## src/rtl/vga_timing_pkg.sv

```systemverilog
// Shared 640x480@60 timing constants, colour/timing structs and the position decoder
// used by the VGA scan driver.
package vga_timing_pkg;

  typedef logic [9:0] cnt_t;

  localparam cnt_t H_ACTIVE = 10'd640;
  localparam cnt_t H_FP     = 10'd16;
  localparam cnt_t H_SYNC   = 10'd96;
  localparam cnt_t H_TOTAL  = 10'd800;
  localparam cnt_t V_ACTIVE = 10'd480;
  localparam cnt_t V_FP     = 10'd10;
  localparam cnt_t V_SYNC   = 10'd2;
  localparam cnt_t V_TOTAL  = 10'd525;

  // Sync windows are half-open: [START, END)
  localparam cnt_t H_SYNC_START = H_ACTIVE + H_FP;
  localparam cnt_t H_SYNC_END   = H_SYNC_START + H_SYNC;
  localparam cnt_t V_SYNC_START = V_ACTIVE + V_FP;
  localparam cnt_t V_SYNC_END   = V_SYNC_START + V_SYNC;
  localparam cnt_t H_LAST       = H_TOTAL - 10'd1;
  localparam cnt_t V_LAST       = V_TOTAL - 10'd1;

  typedef struct packed {
    logic [7:0] r;
    logic [7:0] g;
    logic [7:0] b;
  } rgb_t;

  typedef struct packed {
    logic active;
    logic hs_n;
    logic vs_n;
  } timing_t;

  function automatic timing_t decode_position(input cnt_t h, input cnt_t v);
    timing_t t;
    t.active = (h < H_ACTIVE) && (v < V_ACTIVE);
    t.hs_n   = !((h >= H_SYNC_START) && (h < H_SYNC_END));
    t.vs_n   = !((v >= V_SYNC_START) && (v < V_SYNC_END));
    return t;
  endfunction

endpackage

```

## src/rtl/sync_2ff.sv

```systemverilog
// Two-flop level synchroniser for asynchronous inputs; only the second flop is
// visible to downstream logic.
module sync_2ff #(
  parameter int WIDTH = 1
) (
  input  logic             clk,
  input  logic             reset_n,
  input  logic [WIDTH-1:0] d,
  output logic [WIDTH-1:0] q
);

  logic [WIDTH-1:0] meta;

  always_ff @(posedge clk or negedge reset_n) begin
    if (!reset_n) begin
      meta <= '0;
      q    <= '0;
    end else begin
      meta <= d;
      q    <= meta;
    end
  end

endmodule

```

## src/rtl/vga_scan_driver.sv

```systemverilog
// 640x480@60 VGA scan driver: pixel enable, raster counters, registered DAC/sync
// outputs and note synchroniser. Optional macro FRAME_NOTE_LATCH_EN holds notes until vblank.
module vga_scan_driver
  import vga_timing_pkg::*;
#(
  parameter int CLK_DIV = 2
) (
  input  logic       clk,
  input  logic       reset_n,
  input  logic [6:0] note_in,
  output logic [6:0] notes,
  output logic [9:0] x,
  output logic [8:0] y,
  input  logic [7:0] r,
  input  logic [7:0] g,
  input  logic [7:0] b,
  output logic [7:0] vga_r,
  output logic [7:0] vga_g,
  output logic [7:0] vga_b,
  output logic       vga_hs,
  output logic       vga_vs,
  output logic       vga_blank_n,
  output logic       vga_clk,
  output logic       frame_start
);

  localparam int DIV_W = (CLK_DIV > 1) ? $clog2(CLK_DIV) : 1;
  localparam logic [DIV_W-1:0] DIV_LAST = DIV_W'(CLK_DIV - 1);

  logic [DIV_W-1:0] div_cnt;
  logic             pix_en;
  cnt_t             hcnt;
  cnt_t             vcnt;
  timing_t          pos;
  rgb_t             pix_in;
  rgb_t             dac;
  logic             frame_origin;
  logic [6:0]       note_sync;

  // pix_en is high on every CLK_DIV-th clk, the first one CLK_DIV edges after reset release
  always_ff @(posedge clk or negedge reset_n) begin
    if (!reset_n) begin
      div_cnt <= '0;
    end else if (div_cnt == DIV_LAST) begin
      div_cnt <= '0;
    end else begin
      div_cnt <= div_cnt + 1'b1;
    end
  end

  assign pix_en  = (div_cnt == DIV_LAST);
  assign vga_clk = ~pix_en;

  always_ff @(posedge clk or negedge reset_n) begin
    if (!reset_n) begin
      hcnt <= '0;
      vcnt <= '0;
    end else if (pix_en) begin
      if (hcnt == H_LAST) begin
        hcnt <= '0;
        vcnt <= (vcnt == V_LAST) ? '0 : vcnt + 10'd1;
      end else begin
        hcnt <= hcnt + 10'd1;
      end
    end
  end

  assign x            = hcnt;
  assign y            = vcnt[8:0];
  assign pos          = decode_position(hcnt, vcnt);
  assign pix_in       = '{r: r, g: g, b: b};
  assign frame_origin = (hcnt == '0) && (vcnt == '0);

  // Colour, syncs and blank all describe the same sampled pixel, one pixel behind x/y
  always_ff @(posedge clk or negedge reset_n) begin
    if (!reset_n) begin
      dac         <= '0;
      vga_hs      <= 1'b1;
      vga_vs      <= 1'b1;
      vga_blank_n <= 1'b0;
      frame_start <= 1'b0;
    end else begin
      frame_start <= pix_en && frame_origin;
      if (pix_en) begin
        dac         <= pos.active ? pix_in : '0;
        vga_hs      <= pos.hs_n;
        vga_vs      <= pos.vs_n;
        vga_blank_n <= pos.active;
      end
    end
  end

  assign vga_r = dac.r;
  assign vga_g = dac.g;
  assign vga_b = dac.b;

  sync_2ff #(
    .WIDTH(7)
  ) u_note_sync (
    .clk     (clk),
    .reset_n (reset_n),
    .d       (note_in),
    .q       (note_sync)
  );

`ifdef FRAME_NOTE_LATCH_EN
  // Notes only change at the first vblank pixel so a frame is drawn from one snapshot
  always_ff @(posedge clk or negedge reset_n) begin
    if (!reset_n) begin
      notes <= '0;
    end else if (pix_en && (hcnt == '0) && (vcnt == V_ACTIVE)) begin
      notes <= note_sync;
    end
  end
`else
  assign notes = note_sync;
`endif

endmodule

```

## config.mk

```make
export PLATFORM = sky130hd
export DESIGN_NAME = vga_scan_driver
export DESIGN_NICKNAME = d
export VERILOG_FILES = /design/src/rtl/vga_timing_pkg.sv /design/src/rtl/sync_2ff.sv /design/src/rtl/vga_scan_driver.sv
export SDC_FILE = /design/constraint.sdc
export NUM_CORES = 1
export LEC_CHECK = 0
export ABC_AREA = 0
export CAP_MARGIN = 5
export CORE_AREA = 2 2 62 93
export CTS_BUF_LIST = sky130_fd_sc_hd__clkbuf_8
export DETAILED_ROUTE_END_ITERATION = 6
export DIE_AREA = 0 0 64 95
export GPL_TIMING_DRIVEN = 0
export PLACE_DENSITY = 0.85
export SLEW_MARGIN = 0
export SYNTH_ARGS = -nofsm -noshare
export SYNTH_HDL_FRONTEND = slang
export SYNTH_SLANG_ARGS = --single-unit
```

## constraint.sdc

```tcl
create_clock -name clk -period 5.27 [get_ports clk]
set_clock_uncertainty 0.05 [all_clocks]
set_input_delay 0.527 -clock clk [delete_from_list [all_inputs] [get_ports clk]]
set_output_delay 0.527 -clock clk [all_outputs]
set_load 0.005 [all_outputs]
```

# ---- Word level (Yosys, flattened, before mapping)
# Cells that the tools add are included.
dict set report op_classes {
  mux 4
  n_addsub 3
  eq_ne 2
  bitwise 1
  order_cmp 6
  n_reduce_logical 10
}
# cell n
set ops {}
lappend ops {{24-bit two-way mux} 1}
lappend ops {{10-bit by 1-bit adder with 10-bit output (second input constant)} 2}
lappend ops {{10-bit == test (second input constant)} 2}
lappend ops {{10-bit zero test} 2}
lappend ops {{10-bit < comparator (second input constant)} 2}
lappend ops {{10-bit by 9-bit < comparator with 1-bit output (second input constant)} 2}
lappend ops {{10-bit two-way mux} 2}
lappend ops {{10-bit >= comparator (second input constant)} 1}
lappend ops {{10-bit by 9-bit >= comparator with 1-bit output (second input constant)} 1}
lappend ops {{1-bit logical AND} 5}
lappend ops {{1-bit zero test} 2}
lappend ops {{2-bit AND reduction} 1}
lappend ops {{1-bit adder (second input constant)} 1}
lappend ops {{1-bit two-way mux} 1}
lappend ops {{1-bit inverter} 1}
dict set report word_totals {
  inputBits 33
  elab_cells 38
  output_inout_bits 55
  regBits 63
}

# ---- Longest topological paths before layout
dict set report depth {
  word_depth 3
  ltp_mapped 6
  mapped_depth_nobuf 6
}

# ---- By module
# Synthesis repeated with hierarchy kept, for this count alone.
dict set report hier_totals {
  cells_unflattened 218
  area_unflattened_um2 2625.0
}
# mod seq_area_each_um2 instances cells_each area_each_um2
set modules_own_cells {}
lappend modules_own_cells {vga_scan_driver 1228.7 1 204 2274.7}
lappend modules_own_cells {sync_2ff 350.3 1 14 350.3}

# ---- Least setup slack after synthesis
# OpenSTA, ideal clock, no wires.
dict set report synth_path {
  path_kind {register to register}
  start {reg hcnt[0] (netlist: x[0])}
  end {reg vcnt[3]}
  setup_slack_ps 3526
  required_time_ps 5096
  synth_period_minus_slack_ps 1744
  arrival_ps 1570
  stages_incl_launch_ff 5
  setup_time_ps 124
  path_buffers 0
  path_cell_list {dfrtp_1 -> ha_1 -> nand4_4 -> or4_4 -> a211o_1}
}
dict set report synth_between {
  elab_chain_len 2
}
# item line
set synth_rtl {}
lappend synth_rtl {{start: declaration} vga_scan_driver.sv:32} ;# cnt_t hcnt;
lappend synth_rtl {{start signal: assignment} vga_scan_driver.sv:63} ;# hcnt <= hcnt + 10'd1;
lappend synth_rtl {{10-bit == test} vga_scan_driver.sv:59} ;# if (hcnt == H_LAST) begin
lappend synth_rtl {{2-bit AND reduction (no line)} --}
lappend synth_rtl {{end signal: assignment} vga_scan_driver.sv:61} ;# vcnt <= (vcnt == V_LAST) ? '0 : vcnt + 10'd1;
lappend synth_rtl {{end: declaration} vga_scan_driver.sv:33} ;# cnt_t vcnt;
# Every way passes these cells.
# A chain may end at the register's enable or synchronous reset.

# ---- Worst setup path in the final report
dict set report layout_path {
  start {reg div_cnt}
  end {out vga_clk}
}
dict set report layout_between {
  elab_chain_len 1
}
# item line
set layout_rtl {}
lappend layout_rtl {{start: declaration} vga_scan_driver.sv:30} ;# logic [DIV_W-1:0] div_cnt;
lappend layout_rtl {{start signal: assignment} vga_scan_driver.sv:47} ;# div_cnt <= div_cnt + 1'b1;
lappend layout_rtl {{1-bit inverter} vga_scan_driver.sv:52} ;# assign vga_clk = ~pix_en;
lappend layout_rtl {{end: declaration} vga_scan_driver.sv:23} ;# output logic vga_clk,
# Every way passes these cells.

==> results.md <==
* Post-synth cell types at 38
* Die area at 6080 um^2
* Place WS at 2.76 ns
* Global route total overflow at 0
* Final hold violations at 0
* Peak VDD IR at 0.188 mV
* Syn Std Cell Area at 2580 um^2
* WL final at 5650 um
* Post-synthesis cell count at 204
* Largest net degree at the start of global routing at 33
* Core Region at 5330 um^2
* Vias in the first global route at 1957
* Fmax at 352 MHz
* H-tree levels at 3
* GRT Overall Usage at 20.0%
* DRT antenna net count at 0
* DRC Markers at 0
* Sequential share of the synthesized area at 61.3%
* Register area at 1580 um^2
* Initial antenna violation count at 0
* Setup slack, reg-to-reg at 3.34 ns
* Num rows at 33
* Crit start category: flop
* Leakage at 1.66 nW
* Min Hold Slack at 0.169 ns
* Final setup viols at 0
* Starting Density at 48.4%
* First-pass GRT wire length at 9060 um
* Power Total at 940 uW
* RR Startpoint: x[0]
* Total of max-cap violations at 0
* Via count at 1959
* CP Class: flop to output pin
* Yosys top cell area share at 59.3%
* CTS clk-pin slew, worst paths at 0.07 ns
* Leading area contributor after synthesis: dfrtp_1
* Ports at 88
* Layout cells sized above 1 at 13.0%
* Worst setup EP type: output pin
* Synthesized Nets at 241
* RSZ-0062 raised after global routing: false
* Final slew viol count at 0
* CTS tree: built
* Chip Height at 95 um
* Synthesis-stage register bit count at 63
* Setup ws final at 2.43 ns
* Die W at 64 um
* Worst R2R Path Depth at 5
* # diodes at 0
* Num CTS Buffers at 9
* YS warnings at 0
* Clock Sink Count at 63
* Area Overhead vs Synth at 44.5%
* DRT Pass-1 Iters at 4
* PwrDens at 253 nW/um^2
* Minimum clock period at 2.84 ns
* Slew margin rel. at 54.1%
* HPWL after detailed placement at 4150 um
* Synth Area per Inst at 12.6 um^2
* Area of the multi-input gates at 850 um^2
* Final cycle utilization of the critical path at 54.0%
* Reg2Reg Capture Point: vcnt[8]
* Critical Path AT at 2.27 ns
* CTS max path bufs at 2
* Tightest Pin Transition at 0.689 ns
* Setup TNS at 0 ns
* Root Buffer: clkbuf_8
* Hold WC Path Type: input pin to asynchronous set/reset pin
* Vias per inst at 5.18
* Post-cts sizing count at 0
* Worst skew pair latency at 0.34 ns
* Crit path from: div_cnt
* Routed len/inst at 14.9 um
* Synth top area cells: dfrtp_1 (59%), a22o_1 (8.2%), buf_4 (3.2%)
* Layout fillers at 383
* IO Port Bufs at 87
* Hold buffer count at cts at 0
* Post-CTS Setup Bufs at 0
* Largest fanout on the critical path at 11
* Nets at 340
* Status: complete, no violations
* Critical path data required time at 4.69 ns
* GPL Wtd Cong at 0.866
* Initial DRC Count at 114
layout make-up:
| class | count | area share [%] |
|---|---|---|
| repair buffers | 88 | 23.8 |
| plain buffers | 19 | 3.16 |
| multi-input cells | 114 | 22.8 |
| clock buffers | 9 | 3.33 |
| inverters | 8 | 0.807 |
| clock inverters | 7 | 1.31 |
| flip-flops and latches | 63 | 42.4 |
| well taps | 70 | 2.35 |
layer usage:
metal	part of all wire (%)	track usage [%]	vias to the layer above
met5	0	0	-
li1	-	-	928
met4	2.6	15.0	0
met2	54	34.7	68
met1	40	21.7	947
met3	4.3	3.34	16
flip-flops by register name, summed over array words and instances, names as in the netlist:
name and cells:
div_cnt 1, vga_b 8, vga_r 8, u_note_sync.q 7, frame_start 1, u_note_sync.meta 7
vcnt 10, x 10, vga_blank_n 1, vga_vs 1, vga_g 8, vga_hs 1
cells in the final DEF (no fill, tap or decap), drive strengths merged, types with 6 or more instances in the layout:
| master | Yosys | layout |
|---|---|---|
| dfrtp | 61 | 61 |
| clkbuf | 3 | 12 |
| xnor2 | 7 | 7 |
| inv | 8 | 9 |
| nand4 | 6 | 6 |
| o21ai | 7 | 7 |
| nand3 | 8 | 8 |
| nor4 | 6 | 6 |
| buf | 16 | 18 |
| nand2 | 9 | 9 |
| nor2 | 8 | 8 |
| a22o | 24 | 24 |
| clkdlybuf4s50 | 0 | 86 |
report_power, final:
group / internal (mW) / switching (mW) / leakage (nW) / total, mW
logic: 0.0479 / 0.0210 / 0.803 / 0.0688
clock network: 0.171 / 0.196 / 0.0894 / 0.367
registers: 0.498 / 0.00685 / 0.766 / 0.505
total: 0.717 / 0.224 / 1.66 / 0.940
synth_stat cells (all sizes together):
library cell	count
nor3	3
o22ai	2
or4	1
mux2i	2
and3	5
inv	8
a21oi	3
nand2b	1
nor4bb	1
nand2	9
a22o	24
a211o	1
nand4b	2
a211oi	1
and4bb	1
nor4	6
xnor2	7
buf	16
o21ai	7
and4b	1
clkbuf	3
nand4	6
nand3b	1
ha	4
dfrtp	61
nor2b	1
nand3	8
nor4b	1
dfstp	2
nor2	8
a21o	1
a41oi	1
and4	3
xor2	3
cells by family after synthesis:
family	count (synthesis)	share of synthesized area [%]
mux	2	0.777
xor+xnor	10	3.40
fa+ha+maj	4	1.94
flops	63	61.3
simple gates	58	15.0
buf+inv	27	5.73
compound gates	40	11.9
worst max-delay path, stage by stage, from the launching register on:
cell and delay (ns):
dfrtp_1 0.41, buf_4 0.18, inv_1 0.11, buf_2 0.23
buf_1 0.39, clkdlybuf4s50_1 0.60
metrics by stage:
| step | cell area [um^2] | utilization [%] | std cells |
|---|---|---|---|
| after floorplan | 2580 | - | 204 |
| after global placement | 3530 | 66.4 | 361 |
| after detailed placement | 3550 | 66.6 | 362 |
| after CTS | 3720 | 69.9 | 378 |
| after global routing | 3720 | 69.9 | 378 |
| final | 3720 | 69.9 | 378 |
how the worst max path moves through the flow:
stage                     endpoint  slack, ns
after floorplan            vcnt[3]       3.53
after detailed placement   vga_clk       2.76
after global placement    vga_g[3]       1.74
final                      vga_clk       2.43
after global routing       vga_clk       2.29
after CTS                  vga_clk       2.37
Note: power is estimated with default switching activity, not from simulation.
